===== config.mk =====
export PLATFORM = sky130hd
export DESIGN_NAME = requant_unit
export DESIGN_NICKNAME = d
export VERILOG_FILES = /design/src/rtl/dnn_pkg.sv /design/src/rtl/requant_sat.sv /design/src/rtl/requant_unit.sv
export SDC_FILE = /design/constraint.sdc
export NUM_CORES = 2
export LEC_CHECK = 0
export CAP_MARGIN = 10
export CORE_ASPECT_RATIO = 0.7
export CORE_MARGIN = 8
export CORE_UTILIZATION = 65
export DETAILED_ROUTE_END_ITERATION = 16
export GPL_ROUTABILITY_DRIVEN = 0
export PLACE_DENSITY = 0.94
export SETUP_SLACK_MARGIN = 0.1
export SLEW_MARGIN = 5
export SYNTH_ARGS = -nofsm -noshare
export SYNTH_HDL_FRONTEND = slang
export SYNTH_SLANG_ARGS = --single-unit

===== constraint.sdc =====
create_clock -name clk -period 7.53 [get_ports clk]
set_input_delay 1.506 -clock clk [delete_from_list [all_inputs] [get_ports clk]]
set_output_delay 1.506 -clock clk [all_outputs]
set_load 0.005 [all_outputs]

===== src/rtl/dnn_pkg.sv =====
// Shared constants and config types for the requantisation path.
// Narrowing targets signed INT8 activations from signed INT32 accumulators.
package dnn_pkg;

    localparam int ACC_W    = 32;
    localparam int MULT_W   = 16;
    localparam int OUT_W    = 8;
    localparam int SATCNT_W = 16;
    localparam int SHIFT_W  = 5;
    localparam int PROD_W   = ACC_W + MULT_W;

    localparam int QMIN = -128;
    localparam int QMAX = 127;

    typedef struct packed {
        logic signed [MULT_W-1:0]  mult;
        logic        [SHIFT_W-1:0] shift;
        logic signed [OUT_W-1:0]   zp;
        logic                      relu;
    } requant_cfg_t;

    // Identity transform: mult=1, no shift, no zero point, no ReLU.
    localparam requant_cfg_t CFG_IDENTITY = '{
        mult:  MULT_W'(1),
        shift: '0,
        zp:    '0,
        relu:  1'b0
    };

endpackage


===== src/rtl/requant_sat.sv =====
// Combinational arithmetic for the requant pipeline.
// Two independent paths: the rounding shift used by stage 2, and the
// zero-point add plus INT8 clamp used by stage 3.
module requant_sat
    import dnn_pkg::*;
(
    input  logic signed [PROD_W-1:0]  prod,
    input  logic        [SHIFT_W-1:0] shift,
    output logic signed [PROD_W-1:0]  rnd,
    input  logic signed [PROD_W-1:0]  r,
    input  logic signed [OUT_W-1:0]   zp,
    input  logic                      relu,
    output logic signed [OUT_W-1:0]   q,
    output logic                      sat
);

    localparam logic signed [PROD_W:0] V_MAX = (PROD_W+1)'(QMAX);
    localparam logic signed [PROD_W:0] V_MIN = (PROD_W+1)'(QMIN);

    logic signed [PROD_W:0] biased;
    logic signed [PROD_W:0] shifted;
    logic signed [PROD_W:0] v;

    // Round half up: add half an LSB of the result, then arithmetic shift.
    // One extra bit of headroom keeps the bias add from wrapping.
    always_comb begin
        biased = {prod[PROD_W-1], prod};
        if (shift != '0) begin
            biased = biased + ((PROD_W+1)'(1) << (shift - SHIFT_W'(1)));
        end
        shifted = biased >>> shift;
        rnd     = shifted[PROD_W-1:0];
    end

    // Add the zero point, then clamp; a ReLU floor is not a saturation event.
    always_comb begin
        v   = {r[PROD_W-1], r} + {{(PROD_W+1-OUT_W){zp[OUT_W-1]}}, zp};
        q   = v[OUT_W-1:0];
        sat = 1'b0;
        if (v > V_MAX) begin
            q   = OUT_W'(QMAX);
            sat = 1'b1;
        end else if (relu && (v < 0)) begin
            q   = '0;
        end else if (v < V_MIN) begin
            q   = OUT_W'(QMIN);
            sat = 1'b1;
        end
    end

endmodule


===== src/rtl/requant_unit.sv =====
// requant_unit: INT32 accumulator -> INT8 activation, 3-stage valid/ready pipe.
//   S1 multiply, S2 rounding shift, S3 zero point + clamp into out_data.
// The whole pipe moves together; a stalled output freezes every stage.
// Build option: define REQUANT_RELU_EN to add the cfg_relu port and the
// ReLU floor at 0 (floored values are not counted as saturation).
module requant_unit
    import dnn_pkg::*;
(
    input  logic                clk,
    input  logic                rst_n,
    input  logic                in_valid,
    output logic                in_ready,
    input  logic [ACC_W-1:0]    acc_in,
    output logic                out_valid,
    input  logic                out_ready,
    output logic [OUT_W-1:0]    out_data,
    input  logic                cfg_load,
    output logic                cfg_ready,
    input  logic [MULT_W-1:0]   cfg_mult,
    input  logic [SHIFT_W-1:0]  cfg_shift,
    input  logic [OUT_W-1:0]    cfg_zp,
`ifdef REQUANT_RELU_EN
    input  logic                cfg_relu,
`endif
    output logic [SATCNT_W-1:0] sat_count,
    input  logic                sat_clear
);

    requant_cfg_t cfg_q;

    logic advance;
    logic accept;
    logic s1_valid;
    logic s2_valid;
    logic s3_valid;
    logic s3_sat;

    logic signed [PROD_W-1:0] s1_prod;
    logic signed [PROD_W-1:0] s2_r;
    logic signed [PROD_W-1:0] rnd;
    logic signed [OUT_W-1:0]  q;
    logic                     q_sat;
    logic        [OUT_W-1:0]  out_q;
    logic      [SATCNT_W-1:0] sat_q;

    assign advance   = !s3_valid || out_ready;
    assign in_ready  = advance;
    assign accept    = in_valid && advance;
    // Config may only change while nothing is in flight, so every stage can
    // read cfg_q directly without carrying a per-item copy.
    assign cfg_ready = !(s1_valid || s2_valid || s3_valid) && !accept;

    assign out_valid = s3_valid;
    assign out_data  = out_q;
    assign sat_count = sat_q;

    requant_sat u_sat (
        .prod  (s1_prod),
        .shift (cfg_q.shift),
        .rnd   (rnd),
        .r     (s2_r),
        .zp    (cfg_q.zp),
        .relu  (cfg_q.relu),
        .q     (q),
        .sat   (q_sat)
    );

    // Config register; loads only when the pipe is idle.
    always_ff @(posedge clk or negedge rst_n) begin
        if (!rst_n) begin
            cfg_q <= CFG_IDENTITY;
        end else if (cfg_load && cfg_ready) begin
            cfg_q.mult  <= cfg_mult;
            cfg_q.shift <= cfg_shift;
            cfg_q.zp    <= cfg_zp;
`ifdef REQUANT_RELU_EN
            cfg_q.relu  <= cfg_relu;
`else
            cfg_q.relu  <= 1'b0;
`endif
        end
    end

    // Pipeline stages; all advance on the same condition to keep FIFO order.
    always_ff @(posedge clk or negedge rst_n) begin
        if (!rst_n) begin
            s1_valid <= 1'b0;
            s2_valid <= 1'b0;
            s3_valid <= 1'b0;
            s1_prod  <= '0;
            s2_r     <= '0;
            out_q    <= '0;
            s3_sat   <= 1'b0;
        end else if (advance) begin
            s1_valid <= accept;
            s2_valid <= s1_valid;
            s3_valid <= s2_valid;
            if (accept) begin
                s1_prod <= $signed(acc_in) * $signed(cfg_q.mult);
            end
            if (s1_valid) begin
                s2_r <= rnd;
            end
            if (s2_valid) begin
                out_q  <= q;
                s3_sat <= q_sat;
            end
        end
    end

    // Saturation event counter; sticks at all-ones, clear has priority.
    always_ff @(posedge clk or negedge rst_n) begin
        if (!rst_n) begin
            sat_q <= '0;
        end else if (sat_clear) begin
            sat_q <= '0;
        end else if (s3_valid && out_ready && s3_sat && !(&sat_q)) begin
            sat_q <= sat_q + SATCNT_W'(1);
        end
    end

endmodule


==> impl_results.md, run 1 <==
- Die width: around 290 um
- Syn_nets: 4,801
- Clock Sink Count: around 150
- GR Overflow Total: 468
- Seq/Total Area, Yosys: approximately 11%
- Count of buffers from port buffering: 93
- Ys flop type: dfrtp_1
- First Err: [ERROR GRT-0232] Routing congestion too high. Check the congestion heatmap in the GUI.
- Buffers from clock root to sink, at most: 2
- CTS HTree Levels: 4
- Hpwl dp: about 84 mm
- Ys async rst share: 100%
- FP Rows: around 70
- Syn Std Cell Area: ~34,000 sq um
- Die height: 206 um
- Cell variety after synth: 105
- Status: did not finish
- FF+latch count, synth: 153
- Root Buffer: clkbuf_16
- Total CTS buffers: 17
- Post-synth EDFFs: 0
- Syn. warnings: 0
- Total track usage: 70.2%
- Gate Count Post-Synth: ~4,100
- Area after DPL: 36,400 sq um
- Pin count of the biggest net entering global routing: 92
- I/O pin total: 94
- Starting density of the core: 65.9%
- Syn_area_per_cell: 8.29 sq um
- Failed at: 5_1_grt
- Cts hold-fix bufs: 0
## cell usage after synthesis, types with 31 or more instances
master    instances  area share [%]
ha_1            195             7.3
a21o_1           76             1.7
o21a_1           36            0.80
a31oi_1          35            0.65
mux2i_1          54             1.6
nand4_1          48            0.89
nand2b_1         31            0.58
mux2_2           55             1.8
dfrtp_1         152              11
a21oi_1         180             2.7
inv_1           608             6.8
fa_1            488              29
nor2_1          216             2.4
xor2_1           50             1.3
and2_1          235             4.4
xnor2_1          59             1.5
nor3_1           64            0.95
o211ai_1         34            0.76
o21ai_0         172             2.6
nand3_1          48            0.72
nand2_1         549             6.1
a211oi_1         37            0.83
clkbuf_1        181             2.0
## cells by family after synthesis
family / after synthesis / synth area share (%)
fa+ha+maj: 683 / 36.4
flops: 153 / 11.4
buf+inv: 827 / 9.34
compound gates: 827 / 16.9
xor+xnor: 109 / 2.84
simple gates: 1332 / 19.0
mux: 120 / 4.19
## routing by layer
layer / GRT overflow / track usage (%)
met5: 5 / 41.1
met4: 144 / 59.5
met1: 40 / 70.2
met3: 48 / 63.1
met2: 231 / 83.8
## metrics by stage
stage / util (%) / instances / setup slack (ns) / hold slack [ns]
detailed placement: 71.5 / 4832 / -1.08 / 0.492
CTS: 74.1 / 4903 / -0.0745 / 0.506
global placement: 71.5 / 4832 / -0.831 / 0.477
floorplan: - / 4051 / 0.0843 / 0.443
## timing repair
action                     4_1_cts
pin swaps                      109
hold endpoints to repair         0
gates cloned                     2
setup endpoints to repair       22
resized for setup              204
setup buffers                   39
==> run 2, diff against run 1 <==
--- a/config.mk
+++ b/config.mk
@@ -6,13 +6,11 @@
 export NUM_CORES = 2
 export LEC_CHECK = 0
 export CAP_MARGIN = 10
-export CORE_ASPECT_RATIO = 0.7
 export CORE_MARGIN = 8
-export CORE_UTILIZATION = 65
+export CORE_UTILIZATION = 40
 export DETAILED_ROUTE_END_ITERATION = 16
 export GPL_ROUTABILITY_DRIVEN = 0
-export PLACE_DENSITY = 0.94
-export SETUP_SLACK_MARGIN = 0.1
+export PLACE_DENSITY_LB_ADDON = 0.15
 export SLEW_MARGIN = 5
 export SYNTH_ARGS = -nofsm -noshare
 export SYNTH_HDL_FRONTEND = slang
==> run 2 against run 1 <==
The run now ends clean. Area after synthesis is the same. Synthesized cell count unchanged.
==> impl_results.md, run 2 <==
- Clock Sink Count: 153
- Seq/Total Area, Yosys: a little under an eighth
- Ys async rst share: 100%
- Met3 WL: 4.33 mm
- Crit. End Element: flop
- Die width: 306 um
- Fmax: 137 MHz
- Vias: ~29,000
- Maximum fanout along the worst path: 6
- Syn_nets: 4,801
- CP arrival: around 7.6 ns
- Final Critical Period: 7.30 ns
- Fin area: approximately 38,000 sq um
- Req. time, crit path: 7.87 ns
- HP Class: flop to flop
- CTS HTree Levels: 4
- Tcrit/Tclk final: 97.0%
- Max-slew headroom: about a quarter
- Cts hold-fix bufs: 0
- Commonest cells post-synth: 608 x inv_1, 549 x nand2_1, 488 x fa_1, 235 x and2_1, 216 x nor2_1
- Pins Over Slew Limit: 0
- Gate Count Post-Synth: roughly 4,000
- Total CTS buffers: 17
- Most common cell in the netlist: inv_1
- Count of buffers from port buffering: 93
- Pin count of the biggest net entering global routing: just over 90
- Final hold vios: 0
- Starting density of the core: around two fifths
- Flop2flop setup slack: 0.48 ns
- FP Rows: 106
- Area after DPL: around 37,000 sq um
- Post-synth EDFFs: 0
- Die height: 306 um
- Top Registers: s1_prod (48), s2_r (48), cfg_q (29)
- Final worst slack: 0.229 ns
- Ys flop type: dfrtp_1
- Initial DRC count: roughly 1,800
- Final Setup Violations: 0
- Dpl cells: 5,266
- Most frequent cells in the layout: 595 x inv_1, 542 x nand2_1, 470 x fa_1, 256 x buf_4, 222 x and2_1
- Root Buffer: clkbuf_16
- First-pass DRT Iterations: 6
- Clk slew on worst S/H paths: 0.07 ns
- Pre-CTS setup slack: -1.13 ns
- Antenna cells: 0
- Buffers from clock root to sink, at most: 2
- Max Cap Viol: 0
- Total detailed-routing wirelength: a little under 100 mm
- Share of the synthesized area in the top cell type: 29.1%
- Metal-1 WL: roughly 47 mm
- Area leader, netlist: fa_1
- FF+latch count, synth: approximately 150
- GR Overflow Total: 0
- Initial antenna violation count: 1
- Commonest non-fill, non-tap cell in the layout: inv_1
- Die area: 93,500 sq um
- Syn. warnings: 0
- Routed vias/inst: between 5 and 6
- Synth top area cells: fa_1 29%, dfrtp_1 11%, ha_1 7.3%
- Fin cells: 5,324
- RSZ-0062 raised after global routing: yes
- Clk Latency, worst-skew pair: 0.50 ns
- TritonCTS clock tree: built
- I/O pin total: 94
- Final Skew: roughly 0.016 ns
- Crit start category: input port
- Share of post-route cells with drive strength above 1: between 10% and 20%
- Syn Std Cell Area: 33,600 sq um
- Cell variety after synth: ~110
- Status: finished clean
- Syn_area_per_cell: slightly above 8 sq um
- Post-layout nets: between 4,000 and 5,000
- Core area: 83,400 sq um
- Remaining DRCs: 0
- Post-route ant nets: 0
- Slew @ Worst Pin: 1.10 ns
- Met2 WL: around 46 mm
- DR WL/cell: ~19 um
- Final core occ: 46.0%
- Global-route wire length before repair: 161 mm
- Area grow syn2layout: 14.2%
- Hpwl dp: slightly above 80 mm
- Vias in the first global route: 29,400
- Total track usage: 21.1%
- Top Metal Used: met4
- Setup CP Type: input port to flop
[run 2: cell counts after synthesis]
No cell type changed its count.
[run 2: cell families (layout without fill, tap and decap cells)]
kind of cell | count (synthesis) | count (layout) | share of synthesized area, %
muxes | 120 | 120 | 4.19
and+or+nand+nor | 1332 | 1332 | 19.0
DFF | 153 | 153 | 11.4
buffers and inverters | 827 | 1020 | 9.34
adders and majority gates | 683 | 683 | 36.4
AOI/OAI and AO/OA | 827 | 827 | 16.9
xor gates and xnor gates | 109 | 109 | 2.84
[run 2: timing repair]
item / 4_1_cts / 5_1_grt
endpoints found under the setup margin: 13 / 11
gates cloned: 2 / 1
setup buffers: 10 / 15
endpoints found under the hold margin: 0 / 0
resized for setup: 142 / 93
pin swaps: 59 / 72
[run 2: layout make-up]
| type | instances | area [sq um] |
|---|---|---|
| fillers | 8385 | 45100 |
| multi-input cells | 3071 | 27100 |
| flip-flops and latches | 153 | 3830 |
| repair buffers | 377 | 3220 |
| inverters | 611 | 2290 |
| well taps | 1080 | 1350 |
| clock buffers | 20 | 447 |
| clock inverters | 12 | 140 |
[run 2: final timing paths]
path,from,end,depth (start not counted)
setup / recovery,acc_in[8],s1_prod[46],24
hold / removal,out_data[7],out_data[7],1
setup reg to reg,cfg_q[19],s1_prod[46],26
hold reg to reg,out_data[7],out_data[7],1
max in group asynchronous,rst_n,cfg_q[10],2
min in group asynchronous,rst_n,s2_r[38],1
[run 2: layer usage]
metal  vias to the layer above  global-route usage, %
li1                      13800                      -
met3                       108                   1.89
met5                         -                      0
met2                       695                   34.5
met1                     14300                   30.0
met4                         0                   5.33
[run 2: per-stage QoR]
stage / hold WS (ns) / TNS [ns]
final: 0.496 / 0
after global routing: 0.517 / -0.0379
after CTS: 0.496 / 0
after detailed placement: 0.478 / -16.75
after global placement: 0.462 / -13.55
after floorplan: 0.443 / -0.0395
[run 2: critical path, cell delays in order]
cell and delay, ns:
clkbuf_4 0.16, buf_6 0.13, buf_4 0.13, nand2_1 0.07
fa_1 0.49, inv_1 0.06, fa_1 0.55, fa_1 0.44
fa_1 0.56, fa_1 0.45, fa_1 0.60, ha_4 0.23
and3_4 0.15, a22o_1 0.22, a31oi_2 0.18, o21a_1 0.19
a21oi_4 0.07, o2111a_1 0.25, o41a_1 0.41, a21boi_2 0.23
nor3_2 0.07, a2111oi_2 0.23, xor2_1 0.18, o21ai_1 0.07
Power of run 2 is not shown: default switching activity piles up to over one toggle a cycle in this logic, so the estimate is an artifact.
